<file path="src/rtl/pwm_multi.sv">
// Centre-aligned multi-channel PWM: one shared triangle carrier, NCH complementary
// Hi/Lo pairs with dead time, fault latch and shadow registers loaded at carrier extremes.
module pwm_multi #(
    parameter int unsigned   W        = 16,
    parameter int unsigned   NCH      = 3,
    parameter int unsigned   UPD_BOTH = 1,
    parameter logic [W-1:0]  SPAN_RST = 16'hFF00
) (
    input  logic               CLK,
    input  logic               RST,
    input  logic               En,
    input  logic [W-1:0]       Span_in,
    input  logic [NCH*W-1:0]   Cmp_in,
    input  logic [W-1:0]       Dead_in,
    input  logic               Fault_in,
    input  logic               FltClr,
    output logic               Down,
    output logic               Sync,
    output logic               Flt,
    output logic [NCH-1:0]     Hi,
    output logic [NCH-1:0]     Lo
);

    localparam logic [W-1:0]   ZERO_W  = {W{1'b0}};
    localparam logic [W-1:0]   ONE_W   = {{(W-1){1'b0}}, 1'b1};
    localparam logic [W-1:0]   TWO_W   = {{(W-2){1'b0}}, 2'b10};
    localparam logic [NCH-1:0] ZERO_CH = {NCH{1'b0}};
    localparam logic           UPD_TOP = (UPD_BOTH != 32'd0);

    // A span below 2 would make the triangle degenerate, so it is raised to 2.
    function automatic logic [W-1:0] clamp_span(input logic [W-1:0] s);
        clamp_span = (s < TWO_W) ? TWO_W : s;
    endfunction

    logic [W-1:0]     car_q, car_d;
    logic             down_q, down_d;
    logic [W-1:0]     span_q, span_d;
    logic [NCH*W-1:0] cmp_q, cmp_d;
    logic [W-1:0]     dead_q, dead_d;
    logic             sync_q, sync_d;
    logic             flt_q, flt_d;
    logic             hold_q, hold_d;
    logic [NCH-1:0]   hi_q, hi_d;
    logic [NCH-1:0]   lo_q, lo_d;

    logic             at_top_s;
    logic             at_bot_s;
    logic             load_s;
    logic             out_en_s;
    logic [NCH-1:0]   raw_hi_s;
    logic [NCH-1:0]   raw_lo_s;

    assign at_top_s = En && !down_q && (car_q == span_q);
    assign at_bot_s = En && down_q && (car_q == ZERO_W);
    assign load_s   = !En || at_bot_s || (UPD_TOP && at_top_s);

    // Per-channel compare in W+1 bits so Car+Dead and Cmp+Dead cannot wrap.
    for (genvar k = 0; k < NCH; k++) begin : g_ch
        logic [W:0] car_e_s;
        logic [W:0] cmp_e_s;
        logic [W:0] dead_e_s;
        assign car_e_s     = {1'b0, car_q};
        assign cmp_e_s     = {1'b0, cmp_q[k*W +: W]};
        assign dead_e_s    = {1'b0, dead_q};
        assign raw_hi_s[k] = (car_e_s + dead_e_s) < cmp_e_s;
        assign raw_lo_s[k] = car_e_s >= (cmp_e_s + dead_e_s);
    end

    // State register: carrier, shadows, fault latch, resume hold and gate outputs.
    always_ff @(posedge CLK or posedge RST) begin
        if (RST) begin
            car_q  <= ZERO_W;
            down_q <= 1'b0;
            span_q <= SPAN_RST;
            cmp_q  <= {(NCH*W){1'b0}};
            dead_q <= ZERO_W;
            sync_q <= 1'b0;
            flt_q  <= 1'b0;
            hold_q <= 1'b0;
            hi_q   <= ZERO_CH;
            lo_q   <= ZERO_CH;
        end else begin
            car_q  <= car_d;
            down_q <= down_d;
            span_q <= span_d;
            cmp_q  <= cmp_d;
            dead_q <= dead_d;
            sync_q <= sync_d;
            flt_q  <= flt_d;
            hold_q <= hold_d;
            hi_q   <= hi_d;
            lo_q   <= lo_d;
        end
    end

    // Carrier next state; the turnaround uses the span in force during this cycle.
    always_comb begin
        car_d  = car_q;
        down_d = down_q;
        if (!En) begin
            car_d  = ZERO_W;
            down_d = 1'b0;
        end else if (at_top_s) begin
            car_d  = span_q - ONE_W;
            down_d = 1'b1;
        end else if (at_bot_s) begin
            car_d  = ONE_W;
            down_d = 1'b0;
        end else if (down_q) begin
            car_d  = car_q - ONE_W;
            down_d = 1'b1;
        end else begin
            car_d  = car_q + ONE_W;
            down_d = 1'b0;
        end
    end

    // Shadow registers follow the inputs only at the permitted load points.
    always_comb begin
        span_d = span_q;
        cmp_d  = cmp_q;
        dead_d = dead_q;
        if (load_s) begin
            span_d = clamp_span(Span_in);
            cmp_d  = Cmp_in;
            dead_d = Dead_in;
        end else begin
            span_d = span_q;
            cmp_d  = cmp_q;
            dead_d = dead_q;
        end
    end

    // Fault latch (set dominates clear) and post-clear hold until a Sync has been shown.
    always_comb begin
        flt_d  = flt_q;
        hold_d = hold_q;
        if (Fault_in) begin
            flt_d = 1'b1;
        end else if (FltClr) begin
            flt_d = 1'b0;
        end else begin
            flt_d = flt_q;
        end
        if (flt_q && FltClr && !Fault_in) begin
            hold_d = 1'b1;
        end else if (sync_q) begin
            hold_d = 1'b0;
        end else begin
            hold_d = hold_q;
        end
    end

    // Output stage: gates are released only when running, fault-free and not holding.
    always_comb begin
        sync_d   = at_bot_s;
        out_en_s = En && !Fault_in && !flt_q && !(hold_q && !sync_q);
        hi_d     = ZERO_CH;
        lo_d     = ZERO_CH;
        if (out_en_s) begin
            hi_d = raw_hi_s;
            lo_d = raw_lo_s & ~raw_hi_s;
        end else begin
            hi_d = ZERO_CH;
            lo_d = ZERO_CH;
        end
    end

    assign Down = down_q;
    assign Sync = sync_q;
    assign Flt  = flt_q;
    assign Hi   = hi_q;
    assign Lo   = lo_q;

endmodule
</file>
<file path="config.mk">
export PLATFORM = sky130hd
export DESIGN_NAME = pwm_multi
export DESIGN_NICKNAME = d
export VERILOG_FILES = /design/src/rtl/pwm_multi.sv
export SDC_FILE = /design/constraint.sdc
export NUM_CORES = 1
export LEC_CHECK = 0
export CORE_UTILIZATION = 40
export CTS_BUF_LIST = sky130_fd_sc_hd__clkbuf_8
export DETAILED_ROUTE_END_ITERATION = 12
export GPL_ROUTABILITY_DRIVEN = 0
export PLACE_DENSITY = 0.61
export RECOVER_POWER = 100
export SKIP_LAST_GASP = 1
export SLEW_MARGIN = 20
export SYNTH_ARGS = -nofsm -noshare
export SYNTH_HDL_FRONTEND = slang
export SYNTH_SLANG_ARGS = --single-unit
</file>
<file path="constraint.sdc">
create_clock -name CLK -period 3.3 [get_ports CLK]
set_input_delay 0.33 -clock CLK [delete_from_list [all_inputs] [get_ports CLK]]
set_output_delay 0.33 -clock CLK [all_outputs]
set_load 0.02 [all_outputs]
</file>
==> key figures, run 1 <==
Outcome
  • Status: complete, but fails checks
  • Failing checks: max-capacitance violations, max-slew violations, negative setup slack

Timing
  • Pins Over Slew Limit: 49
  • RSZ-0062 raised after global routing: yes
  • Slew headroom: -0.468
  • Final min period: 3640 ps
  • Setup Viol. Count Final: 6
  • Max Fclk: 0.275 GHz
  • Hold Fails Final Rpt: 0
  • Setup Skew: 12.3 ps
  • PnR worst setup slack: -339 ps
  • Setup TNS: -1280 ps
  • Final worst path period share: 1.10
  • Worst-margin pin slew: 2190 ps

Die
  • Die H: 159 um
  • Die width: 159 um
  • Rows: 57
  • Die area: 0.0253 mm2
  • # IOs: 94
  • Core ar.: 0.0242 mm2
  • Starting density of the core: 0.406

Final layout
  • Layout net count: 1625
  • Layout Utilization: 0.517
  • Non-filler cells, final: 1691
  • P&R area growth vs syn: 27.3%
  • Layout cells sized above 1: 0.152
  • N_diodes: 0

Yosys
  • Ranking of synthesized cells by area: dfrtp_1, ha_1, nand2_1
  • YS warnings: 0
  • Syn Area/Cell: 8.53 um2
  • Post-synth top flop: dfrtp_1
  • Number of synthesized register bits: 106
  • Synth Instances: 1156
  • Synthesized area: 0.00986 mm2
  • Unique masters post-synth: 55
  • Leading area contributor after synthesis: dfrtp_1
  • Ys async rst share: 1.00
  • Post-synthesis sequential area ratio: 0.270
  • Post-synthesis net count: 1418
  • Number of synthesized flops with an enable pin: 0
  • Synth top area share: 0.249

CTS
  • # hold bufs at CTS: 0
  • TritonCTS Buffers: 9
  • Root buf cell: clkbuf_8
  • Clock buffer depth: 2
  • CTS tree: done
  • Worst-Skew Late Latency: 390 ps
  • Clock sinks: 106
  • Clock transition at path regs: 100 ps
  • H-tree Lvls: 3

GRT
  • Gr ovfl total: 0
  • Antenna violations before repair: 0
  • Vias in the first global route: 9089
  • Tot GR Track Use: 0.247
  • Largest net degree at the start of global routing: 65
  • Global-route wire length before repair: 48.9 mm

Worst hold path
  • Worst Hold Class: input pin to flip-flop
  • Worst Hold Depth: 3
  • HP Start: Dead_in[7]
  • End of the worst hold path: dead_q[7]$_DFFE_PP0P_

Pwr
  • Leakage Power: 6.27 nW
  • Tot Pwr: 4.29 mW
  • Int Power: 2.70 mW
  • Reg power frac: 0.354
  • Max VDD drop: 0.000168 V
  • Clock share of power: 0.192
  • Switching Fraction: 0.369
  • Combinational share of power: 0.454
  • Switching pwr: 1.58 mW
  • Power density over cell area: 342 mW/mm2

Placed design
  • Buffers on Ports: 93
  • Placed wire-length estimate: 24.3 mm
  • Placed cells: 1661

Detailed routing
  • Average via count per standard cell: 5.40
  • Detailed-router iteration count before antenna repair: 5
  • WL/cell: 18.1 um
  • Final ANT Viol Nets: 0
  • DRC viols: 0
  • Vias: 9126
  • Routed WL: 30.6 mm
  • 1st-iter DRT viols: 509

Setup path
  • R2r startpoint: car_q[0]$_DFF_PP0_
  • R2R cell count: 17
  • Worst setup SP type: flip-flop
  • Crit-path cells: ha_4, inv_2, fa_2, nor2b_2, o31a_1, o21a_1, a31o_4, a21boi_2, o21ai_1, xor2_1, ha_1, a21o_1, a21oi_2, o211a_1, o31ai_2, or3b_1, and4_1
  • WS Path Type: flip-flop to flip-flop
  • CP top delay family: compound AO/OA/AOI/OAI gates
  • R2r endpoint: Lo[0]$_DFF_PP0_
  • R2R setup slack: -340 ps
  • Crit-path slowest cell: dfrtp_2
  • Crit-path max FO: 3
  • Crit end category: flip-flop
  • Critical path's largest stage delay: 440 ps
  • Req. time, crit path: 3580 ps
  • Arr. time, crit path: 3920 ps
  • CP bufs+invs: 1

Flow run
  • Max-cap violations: 1
==> Yosys cell counts (all sizes together) (5+ instances only) <==
library cell	instances
nand2	174
ha	172
dfrtp	98
o21ai	96
a21oi	83
inv	71
a21o	52
xnor2	48
xor2	48
nor2	44
nand3	30
o21a	20
a211oi	15
nor3	15
clkbuf	14
nand2b	14
buf	13
nor4	13
nand4	12
nor2b	12
o21bai	11
and3	9
o22ai	9
dfstp	8
a31oi	7
a2111oi	5
and2	5
fa	5
==> registers in the layout (all words and copies together), names as in the netlist <==
| register | cells |
|---|---|
| Down | 1 |
| Sync | 1 |
| cmp_q | 48 |
| Hi | 3 |
| car_q | 16 |
| Lo | 3 |
| Flt | 1 |
| dead_q | 16 |
| hold_q | 1 |
| span_q | 16 |
==> cell usage in the layout (no fill, tap or decap), drive strengths merged, types with 48 or more instances in the layout <==
| cell | netlist | layout |
|---|---|---|
| xor2 | 48 | 48 |
| nand2 | 174 | 174 |
| dfrtp | 98 | 98 |
| a21oi | 83 | 83 |
| clkdlybuf4s50 | 0 | 82 |
| buf | 13 | 125 |
| inv | 71 | 71 |
| o21ai | 96 | 96 |
| a21o | 52 | 52 |
| xnor2 | 48 | 48 |
| ha | 172 | 172 |
==> kinds of logic after synthesis <==
group           count (synthesis)  share of synthesized area
fa+ha+maj                     177                      0.229
buf+inv                        98                     0.0410
simple gates                  345                      0.160
compound gates                333                      0.214
xor+xnor                       96                     0.0853
mux                             1                    0.00102
flops                         106                      0.270
==> power by group through the flow <==
stage               sequential [mW]  combinational (mW)  clock [mW]
floorplan                      1.49                1.16           0
global placement               1.54                1.77           0
detailed placement             1.54                1.80           0
CTS                            1.52                1.90       0.845
global route                   1.53                2.17       0.883
finish                         1.52                1.95       0.821
==> timing repair <==
| item | 4_1_cts | 5_1_grt |
|---|---|---|
| gates resized for setup | 42 | 12 |
| pin swaps | 33 | 22 |
| endpoints found under the setup margin | 6 | 6 |
| gates cloned | 0 | 0 |
| buffers inserted | 14 | 2 |
==> how the worst max path moves through the flow <==
stage | start | to | cells after the start
after floorplan | car_q[0]$_DFF_PP0_ | Lo[0]$_DFF_PP0_ | 17
after global routing | dead_q[0]$_DFFE_PP0P_ | Lo[0]$_DFF_PP0_ | 17
after CTS | dead_q[2]$_DFFE_PP0P_ | Lo[0]$_DFF_PP0_ | 15
final | car_q[0]$_DFF_PP0_ | Lo[0]$_DFF_PP0_ | 17
after detailed placement | dead_q[0]$_DFFE_PP0P_ | Lo[0]$_DFF_PP0_ | 13
after global placement | dead_q[0]$_DFFE_PP0P_ | Lo[0]$_DFF_PP0_ | 13
==> routing by layer <==
metal / vias to the layer above / wire (um) / GRT usage / share of wire
met5: - / 0 / 0 / 0
li1: 4545 / - / - / -
met3: 49 / 1230 / 0.0310 / 0.040
met1: 4334 / 15000 / 0.351 / 0.49
met2: 198 / 13700 / 0.393 / 0.45
met4: 0 / 635 / 0.0673 / 0.021
==> per-stage QoR <==
stage	worst slack, ps	cell area (um2)	hold slack [ps]
floorplan	-131	9920	418
global placement	-317	12000	471
detailed placement	-482	12000	470
CTS	-250	12500	389
global route	-504	12500	473
finish	-339	12500	461
==> worst reg2reg max path, cell delays in order (launching register included) <==
cell,delay [ps]
dfrtp_2,440
ha_4,170
inv_2,50
fa_2,200
nor2b_2,50
o31a_1,260
o21a_1,220
a31o_4,260
a21boi_2,170
o21ai_1,80
xor2_1,290
ha_1,300
a21o_1,170
a21oi_2,110
o211a_1,180
o31ai_2,70
or3b_1,350
and4_1,150
==> area by class of cell <==
cell class	instances	area [um2]
Timing Repair Buffer	223	1920
Clock inverter	5	47.5
Clock buffer	10	138
Sequential cell	106	2670
Multi-Input combinational cell	952	7110
Tap cell	324	405
Inverter	71	268
Fill cell	2358	11700
Power figures use the tool's default switching activity.
==> inputs of run 2 (changes only) <==
ABC_CLOCK_PERIOD_IN_PS = 3300   (was not set)
==> results of run 2 <==
Same layout as run 1: the final DEF is identical, and so are final timing and power.
==> inputs of run 3 (changes only) <==
CAP_MARGIN = 30   (was not set)
==> results of run 3 <==
Same layout as run 1: the final DEF is identical, and so are final timing and power.
